**config.mk**
```make
export PLATFORM = sky130hd
export DESIGN_NAME = c17_bist_ctrl_flat
export DESIGN_NICKNAME = d
export VERILOG_FILES = /design/src/rtl/c17_bist_pkg.sv /design/src/rtl/c17_bist_if.sv /design/src/rtl/c17_misr.sv /design/src/rtl/c17_bist_ctrl.sv /design/src/flat_wrapper.sv
export SDC_FILE = /design/constraint.sdc
export NUM_CORES = 1
export LEC_CHECK = 0
export ABC_AREA = 1
export BUFFER_PORTS_ARGS = -buffer_cell sky130_fd_sc_hd__buf_2
export CORE_MARGIN = 2
export CORE_UTILIZATION = 35
export CTS_CLUSTER_SIZE = 10
export DETAILED_ROUTE_END_ITERATION = 10
export GPL_ROUTABILITY_DRIVEN = 1
export GPL_TIMING_DRIVEN = 0
export PLACE_DENSITY = 0.6
export SETUP_SLACK_MARGIN = 0.02
export SYNTH_ARGS = -nofsm -noshare
export SYNTH_HDL_FRONTEND = slang
export SYNTH_SLANG_ARGS = --single-unit
```
**constraint.sdc**
```tcl
create_clock -name clk -period 1.9 [get_ports clk]
set_clock_uncertainty 0.2 [all_clocks]
set_input_delay 0.095 -clock clk [delete_from_list [all_inputs] [get_ports clk]]
set_output_delay 0.095 -clock clk [all_outputs]
set_load 0.01 [all_outputs]
```
**src/rtl/c17_bist_pkg.sv**
```systemverilog
// c17_bist_pkg
//   Shared types and constants for the c17 BIST controller and its MISR.
//   Contents:
//     state_e    controller FSM states
//     PAT_W      width of the exhaustive pattern / pattern index (5)
//     RESP_W     width of the CUT response (2)
//     SIG_W      width of the MISR signature (8)
//     CNT_W      width of the settle counter (holds 0..14)
//     MISR_POLY  feedback taps of the MISR (x^8+x^4+x^3+x^2+1)
//     LAST_PAT   index of the final pattern
//     misr_next  one MISR compaction step
package c17_bist_pkg;

    localparam int PAT_W  = 5;
    localparam int RESP_W = 2;
    localparam int SIG_W  = 8;
    localparam int CNT_W  = 4;

    localparam logic [SIG_W-1:0] MISR_POLY = 8'h1D;
    localparam logic [PAT_W-1:0] LAST_PAT  = 5'd31;

    typedef enum logic [2:0] {
        ST_IDLE,
        ST_APPLY,
        ST_CAPTURE,
        ST_CHECK,
        ST_DONE
    } state_e;

    // Shift left, fold the outgoing MSB back through the polynomial taps,
    // then XOR the response into the low bits.
    function automatic logic [SIG_W-1:0] misr_next(
        input logic [SIG_W-1:0]  sig,
        input logic [RESP_W-1:0] resp
    );
        logic [SIG_W-1:0] fb;
        fb = sig[SIG_W-1] ? MISR_POLY : '0;
        return {sig[SIG_W-2:0], 1'b0} ^ fb ^ {{(SIG_W-RESP_W){1'b0}}, resp};
    endfunction

endpackage

```
**src/rtl/c17_bist_if.sv**
```systemverilog
// c17_bist_if
//   Bundles the host handshake, status outputs and the CUT pattern/response
//   pair of the c17 BIST controller.
//   Signals:
//     start      host start request
//     abort      host abort request
//     cut_in     pattern driven to the c17 CUT (N1,N2,N3,N6,N7 from MSB)
//     cut_resp   CUT response (N22,N23 from MSB)
//     busy       run in progress
//     done       run finished, pass valid
//     pass       final signature matched the golden value
//     signature  current MISR contents
//     pat_idx    index of the pattern currently applied
//   Modports:
//     slave      the controller
//     master     the host side, which also carries the CUT response
interface c17_bist_if;
    import c17_bist_pkg::*;

    logic              start;
    logic              abort;
    logic [PAT_W-1:0]  cut_in;
    logic [RESP_W-1:0] cut_resp;
    logic              busy;
    logic              done;
    logic              pass;
    logic [SIG_W-1:0]  signature;
    logic [PAT_W-1:0]  pat_idx;

    modport slave (
        input  start, abort, cut_resp,
        output cut_in, busy, done, pass, signature, pat_idx
    );

    modport master (
        output start, abort, cut_resp,
        input  cut_in, busy, done, pass, signature, pat_idx
    );

endinterface

```
**src/rtl/c17_misr.sv**
```systemverilog
// c17_misr
//   8-bit multiple-input signature register compacting the 2-bit c17
//   response, one step per enabled clock.
//   Ports:
//     clk    clock, rising edge
//     rst_n  asynchronous active-low reset, clears the signature
//     clr    synchronous clear, wins over en
//     en     compact resp into the signature this cycle
//     resp   CUT response
//     sig    registered signature
module c17_misr
    import c17_bist_pkg::*;
(
    input  logic              clk,
    input  logic              rst_n,
    input  logic              clr,
    input  logic              en,
    input  logic [RESP_W-1:0] resp,
    output logic [SIG_W-1:0]  sig
);

    logic [SIG_W-1:0] sig_q;
    logic [SIG_W-1:0] sig_d;

    always_comb begin
        sig_d = sig_q;
        if (clr) begin
            sig_d = '0;
        end else if (en) begin
            sig_d = misr_next(sig_q, resp);
        end
    end

    always_ff @(posedge clk or negedge rst_n) begin
        if (!rst_n) begin
            sig_q <= '0;
        end else begin
            sig_q <= sig_d;
        end
    end

    assign sig = sig_q;

endmodule

```
**src/rtl/c17_bist_ctrl.sv**
```systemverilog
// c17_bist_ctrl
//   BIST controller for the ISCAS-85 c17 circuit. Applies all 32 input
//   patterns in ascending order, holds each for SETTLE_CYC cycles, compacts
//   each response into an 8-bit MISR and compares the final signature with
//   GOLDEN.
//   Parameters:
//     SETTLE_CYC  cycles each pattern is held before capture (1..15)
//     GOLDEN      expected final signature
//   Ports:
//     clk    clock, rising edge
//     rst_n  asynchronous active-low reset
//     bus    c17_bist_if slave: start/abort in, status and CUT pattern out,
//            CUT response in
//   Every output is a register; no input reaches an output combinationally.
module c17_bist_ctrl
    import c17_bist_pkg::*;
#(
    parameter int unsigned      SETTLE_CYC = 1,
    parameter logic [SIG_W-1:0] GOLDEN     = 8'h00
) (
    input  logic      clk,
    input  logic      rst_n,
    c17_bist_if.slave bus
);

    localparam logic [CNT_W-1:0] SETTLE_LAST = CNT_W'(SETTLE_CYC - 1);

    state_e            state_q, state_d;
    logic [PAT_W-1:0]  pat_q,   pat_d;
    logic [CNT_W-1:0]  cnt_q,   cnt_d;
    logic [PAT_W-1:0]  cut_q,   cut_d;
    logic              busy_q,  busy_d;
    logic              done_q,  done_d;
    logic              pass_q,  pass_d;
    // Low for the first edge after reset release so a start held across
    // reset is not acted on in that cycle.
    logic              armed_q;

    logic              misr_clr;
    logic              misr_en;
    logic [SIG_W-1:0]  sig;

    c17_misr u_misr (
        .clk   (clk),
        .rst_n (rst_n),
        .clr   (misr_clr),
        .en    (misr_en),
        .resp  (bus.cut_resp),
        .sig   (sig)
    );

    always_comb begin
        state_d  = state_q;
        pat_d    = pat_q;
        cnt_d    = cnt_q;
        pass_d   = pass_q;
        misr_clr = 1'b0;
        misr_en  = 1'b0;

        // Abort outranks everything, including a simultaneous start. The
        // MISR is neither cleared nor updated, so the signature is kept.
        if (bus.abort) begin
            state_d = ST_IDLE;
            cnt_d   = '0;
            pass_d  = 1'b0;
        end else begin
            case (state_q)
                ST_IDLE, ST_DONE: begin
                    if (bus.start && armed_q) begin
                        state_d  = ST_APPLY;
                        pat_d    = '0;
                        cnt_d    = '0;
                        pass_d   = 1'b0;
                        misr_clr = 1'b1;
                    end
                end
                ST_APPLY: begin
                    if (cnt_q == SETTLE_LAST) begin
                        state_d = ST_CAPTURE;
                        cnt_d   = '0;
                    end else begin
                        cnt_d = cnt_q + CNT_W'(1);
                    end
                end
                ST_CAPTURE: begin
                    misr_en = 1'b1;
                    if (pat_q == LAST_PAT) begin
                        state_d = ST_CHECK;
                    end else begin
                        state_d = ST_APPLY;
                        pat_d   = pat_q + PAT_W'(1);
                    end
                end
                ST_CHECK: begin
                    pass_d  = (sig == GOLDEN);
                    state_d = ST_DONE;
                end
                default: begin
                    state_d = ST_IDLE;
                end
            endcase
        end

        // Status outputs are registered from the next state so they line
        // up with the state they describe.
        busy_d = (state_d == ST_APPLY) || (state_d == ST_CAPTURE) ||
                 (state_d == ST_CHECK);
        done_d = (state_d == ST_DONE);
        cut_d  = (state_d == ST_IDLE) ? '0 : pat_d;
    end

    always_ff @(posedge clk or negedge rst_n) begin
        if (!rst_n) begin
            state_q <= ST_IDLE;
            pat_q   <= '0;
            cnt_q   <= '0;
            cut_q   <= '0;
            busy_q  <= 1'b0;
            done_q  <= 1'b0;
            pass_q  <= 1'b0;
            armed_q <= 1'b0;
        end else begin
            state_q <= state_d;
            pat_q   <= pat_d;
            cnt_q   <= cnt_d;
            cut_q   <= cut_d;
            busy_q  <= busy_d;
            done_q  <= done_d;
            pass_q  <= pass_d;
            armed_q <= 1'b1;
        end
    end

    assign bus.cut_in    = cut_q;
    assign bus.busy      = busy_q;
    assign bus.done      = done_q;
    assign bus.pass      = pass_q;
    assign bus.signature = sig;
    assign bus.pat_idx   = pat_q;

endmodule
```
**src/flat_wrapper.sv**
```systemverilog
// flat-port wrapper written by rule: the top's interface ports become plain ports
module c17_bist_ctrl_flat import c17_bist_pkg::*;
#(
    parameter int unsigned      SETTLE_CYC = 1,
    parameter logic [SIG_W-1:0] GOLDEN     = 8'h00
)
  (clk, rst_n, bus_start, bus_abort, bus_cut_resp, bus_cut_in, bus_busy, bus_done, bus_pass, bus_signature, bus_pat_idx);
  c17_bist_if bus_i ();
  input  logic clk;
  input  logic rst_n;
  input wire logic [$bits(bus_i.start)-1:0] bus_start;
  input wire logic [$bits(bus_i.abort)-1:0] bus_abort;
  input wire logic [$bits(bus_i.cut_resp)-1:0] bus_cut_resp;
  output wire logic [$bits(bus_i.cut_in)-1:0] bus_cut_in;
  output wire logic [$bits(bus_i.busy)-1:0] bus_busy;
  output wire logic [$bits(bus_i.done)-1:0] bus_done;
  output wire logic [$bits(bus_i.pass)-1:0] bus_pass;
  output wire logic [$bits(bus_i.signature)-1:0] bus_signature;
  output wire logic [$bits(bus_i.pat_idx)-1:0] bus_pat_idx;
  assign bus_i.start = bus_start;
  assign bus_i.abort = bus_abort;
  assign bus_i.cut_resp = bus_cut_resp;
  assign bus_cut_in = bus_i.cut_in;
  assign bus_busy = bus_i.busy;
  assign bus_done = bus_i.done;
  assign bus_pass = bus_i.pass;
  assign bus_signature = bus_i.signature;
  assign bus_pat_idx = bus_i.pat_idx;
  c17_bist_ctrl #(.SETTLE_CYC(SETTLE_CYC), .GOLDEN(GOLDEN)) u_core (.clk(clk), .rst_n(rst_n), .bus(bus_i));
endmodule
```
==> results.json <==
{
  "cts_buffers": 5,
  "cp_common_cell": "nand2_1",
  "grt_overflow": 0,
  "num_vias": 1141,
  "start_util_pct": 36.1,
  "fin_nets": 214,
  "antenna_found_initial": 0,
  "r2r_slack_ns": 0.21,
  "critPathArrivalTime_ns": 1.68,
  "cpLargestDelayFamily": "simple AND/OR/NAND/NOR gates",
  "drive_gt1_share_pct": 24.9,
  "dp_slack_ns": 0.183,
  "dr.pass1.iters": 4,
  "final_max_slew_viol_count": 0,
  "cts_tree": "yes",
  "leakagePower_nw": 0.996,
  "worstPathMaxFanout": 6,
  "clk_pin_slew_ns": 0.06,
  "hp-class": "in -> reg",
  "clk-insertion-delay-late_ns": 0.29,
  "endpoint_kind": "flip-flop",
  "synthesis.nets": 177,
  "crit_slowest_cell": "dfrtp_1",
  "slowest_delay_ns": 0.43,
  "worst_setup_path_start_kind": "flip-flop",
  "critPathRequiredTime_ns": 1.88,
  "post-route-period-util_pct": 89.1,
  "timing.slew.headroom_pct": 56.1,
  "syn_area_per_cell_um2": 8.54,
  "stdcell_count": 255,
  "antennaDiodeCount": 0,
  "path_cells": "ha_1, nand3_1, nor2_2, nand2_1, nand2_1, nand2_1, nand3_2, nand2_1, inv_1",
  "setup_viol": 0,
  "post_cts_buffers": 0,
  "wl_per_cell_um": 11.1,
  "status": "completed",
  "grt_usage_pct": 14.6,
  "fin_area_um2": 1760,
  "die_w_um": 68.0,
  "max_freq_ghz": 0.590,
  "routed_wl_mm": 2.82,
  "cap_violations": 0,
  "hold_viol_final": 0,
  "first_global_vias": 1046,
  "netlist_area_um2": 1440,
  "die_h_um": 68.0,
  "via_per_inst": 4.47,
  "ys_types": 28,
  "synth_top_area_cell": "dfrtp_1",
  "seq_area_frac_synth_pct": 50.6,
  "yosys_warnings": 0,
  "drc_errors": 0,
  "critPathBufInv": 1,
  "placed_cells": 244,
  "critical_path_class": "reg -> reg",
  "worst_pin_slew_ns": 0.659,
  "ios": 27,
  "die-area_um2": 4630,
  "ir_drop_mv": 0.410,
  "grt_pass1_wl_mm": 4.69,
  "grt_max_degree": 30,
  "p_total_w": 0.00138,
  "placed_cell_area_um2": 1630,
  "first_iter_violations": 37,
  "power_density_nw_per_um2": 788,
  "synth_area_leaders": "dfrtp_1, nand2_1, inv_1",
  "place_congestion": 0.787,
  "fin_setup_tns_ns": 0,
  "h-tree-depth": 2,
  "rows": 23,
  "synthCells": 168,
  "ant_nets": 0,
  "cts_root_buf": "clkbuf_8",
  "grt_setup_unrepaired": "no",
  "cts_sinks": 29,
  "finalWorstSetupSlack_ns": 0.206,
  "ys_seq_elements": 29,
  "final.min_clock_period_ns": 1.69,
  "port-buffer-count": 26,
  "fp.coreArea_um2": 3970,
  "areaGrowthSynthToFinish_pct": 22.4,
  "hpwlAfterDp_mm": 2.02,
  "clk_path_buf_depth": 2,
  "synth_top_area_share_pct": 50.6
}
==> logic make-up after synthesis <==
| logic type | share of synthesized area (%) |
|---|---|
| flip-flops | 50.6 |
| AND/OR/NAND/NOR | 27.7 |
| AO/OA/AOI/OAI | 6.19 |
| other | 0.261 |
| XOR/XNOR | 3.66 |
| adder cells (fa/ha/maj) | 2.62 |
| buffers and inverters | 8.98 |
==> worst min-delay path, cell delays in order <==
cell,delay [ns]
buf_2,0.08
nand2_1,0.10
nand3_1,0.10
nand2_1,0.05
nand2_1,0.10
inv_1,0.05
==> stage by stage <==
step / hold slack (ns) / util, %
6_report: 0.119 / 44.2
4_1_cts: 0.121 / 44.2
2_1_floorplan: -0.401 / -
3_3_place_gp: -0.0388 / 41.0
5_1_grt: 0.194 / 44.2
3_5_place_dp: -0.0396 / 41.0
==> registers in the layout (all words and copies together), names as in the netlist <==
register,flops
u_core.armed_q,1
u_core.bus.busy,1
u_core.bus.cut_in,5
u_core.bus.done,1
u_core.bus.pass,1
u_core.bus.pat_idx,5
u_core.cnt_q,4
u_core.state_q,3
u_core.u_misr.sig,8
==> routing by layer <==
| layer | vias to the layer above | wire length, µm | GRT usage, % |
|---|---|---|---|
| li1 | 605 | - | - |
| met5 | - | 0 | 0 |
| met2 | 19 | 1270 | 21.2 |
| met4 | 0 | 63 | 7.50 |
| met3 | 6 | 149 | 6.91 |
| met1 | 511 | 1330 | 17.8 |
==> final timing paths <==
check                           cells past startpoint                             end                             from
worst max register to register                      9  u_core.bus.cut_in[4]$_DFF_PN0_  u_core.bus.pat_idx[0]$_DFF_PN0_
worst max-delay path                                9  u_core.bus.cut_in[4]$_DFF_PN0_  u_core.bus.pat_idx[0]$_DFF_PN0_
min in group asynchronous                           2     u_core.cnt_q[1]$_DFFE_PN0P_                            rst_n
worst min-delay path                                6     u_core.state_q[2]$_DFF_PN0_                        bus_start
worst min register to register                      2     u_core.bus.pass$_DFFE_PN0P_      u_core.bus.pass$_DFFE_PN0P_
max in group asynchronous                           2  u_core.bus.cut_in[4]$_DFF_PN0_                            rst_n
==> placed cells by master (no fill, tap or decap) <==
| cell type | instances |
|---|---|
| nand3_4 | 2 |
| a21oi_1 | 1 |
| clkinv_1 | 1 |
| buf_2 | 27 |
| o21ai_0 | 3 |
| o22ai_1 | 3 |
| nor3_1 | 2 |
| clkbuf_1 | 2 |
| nor3_2 | 1 |
| clkbuf_8 | 6 |
| nand3_2 | 1 |
| nor2_4 | 1 |
| nand4_1 | 3 |
| inv_1 | 22 |
| nand3_1 | 16 |
| xor2_1 | 2 |
| dfrtp_1 | 29 |
| nand2_1 | 37 |
| nor4_1 | 1 |
| dlygate4sd3_1 | 4 |
| nor2_2 | 4 |
| nand2_4 | 1 |
| buf_6 | 1 |
| o21ai_1 | 10 |
| nor2_1 | 10 |
| conb_1 | 1 |
| ha_1 | 3 |
| xnor2_1 | 4 |
| inv_2 | 6 |
| nand2_2 | 1 |
==> cell type report <==
cell class	count	area, µm²
plain buffers	3	20.0
multi-input cells	107	583
well taps	50	62.6
fillers	407	2210
repair buffers	30	170
flip-flops and latches	29	726
inverters	29	109
clock buffers	7	86.3
==> where the power goes <==
| group | leakage [nW] | switching [W] | internal (W) |
|---|---|---|---|
| sequential | 0.398 | 0.0000368 | 0.000649 |
| clock | 0.0443 | 0.000227 | 0.000286 |
| combinational | 0.554 | 0.000110 | 0.0000754 |
==> repair_timing <==
action                                  4_1_cts  5_1_grt
endpoints found under the hold margin        34        0
hold buffers                                  4        0
endpoints found under the setup margin        0        3
resized for setup                             0        1
==> cells in the mapped netlist (all sizes together) <==
library cell / instances
a21oi: 1
buf: 2
clkbuf: 1
clkinv: 1
conb: 1
dfrtp: 29
ha: 3
inv: 28
nand2: 39
nand3: 19
nand4: 3
nor2: 15
nor3: 3
nor4: 1
o21ai: 13
o22ai: 3
xnor2: 4
xor2: 2
Note: power is estimated with default switching activity, not from simulation.
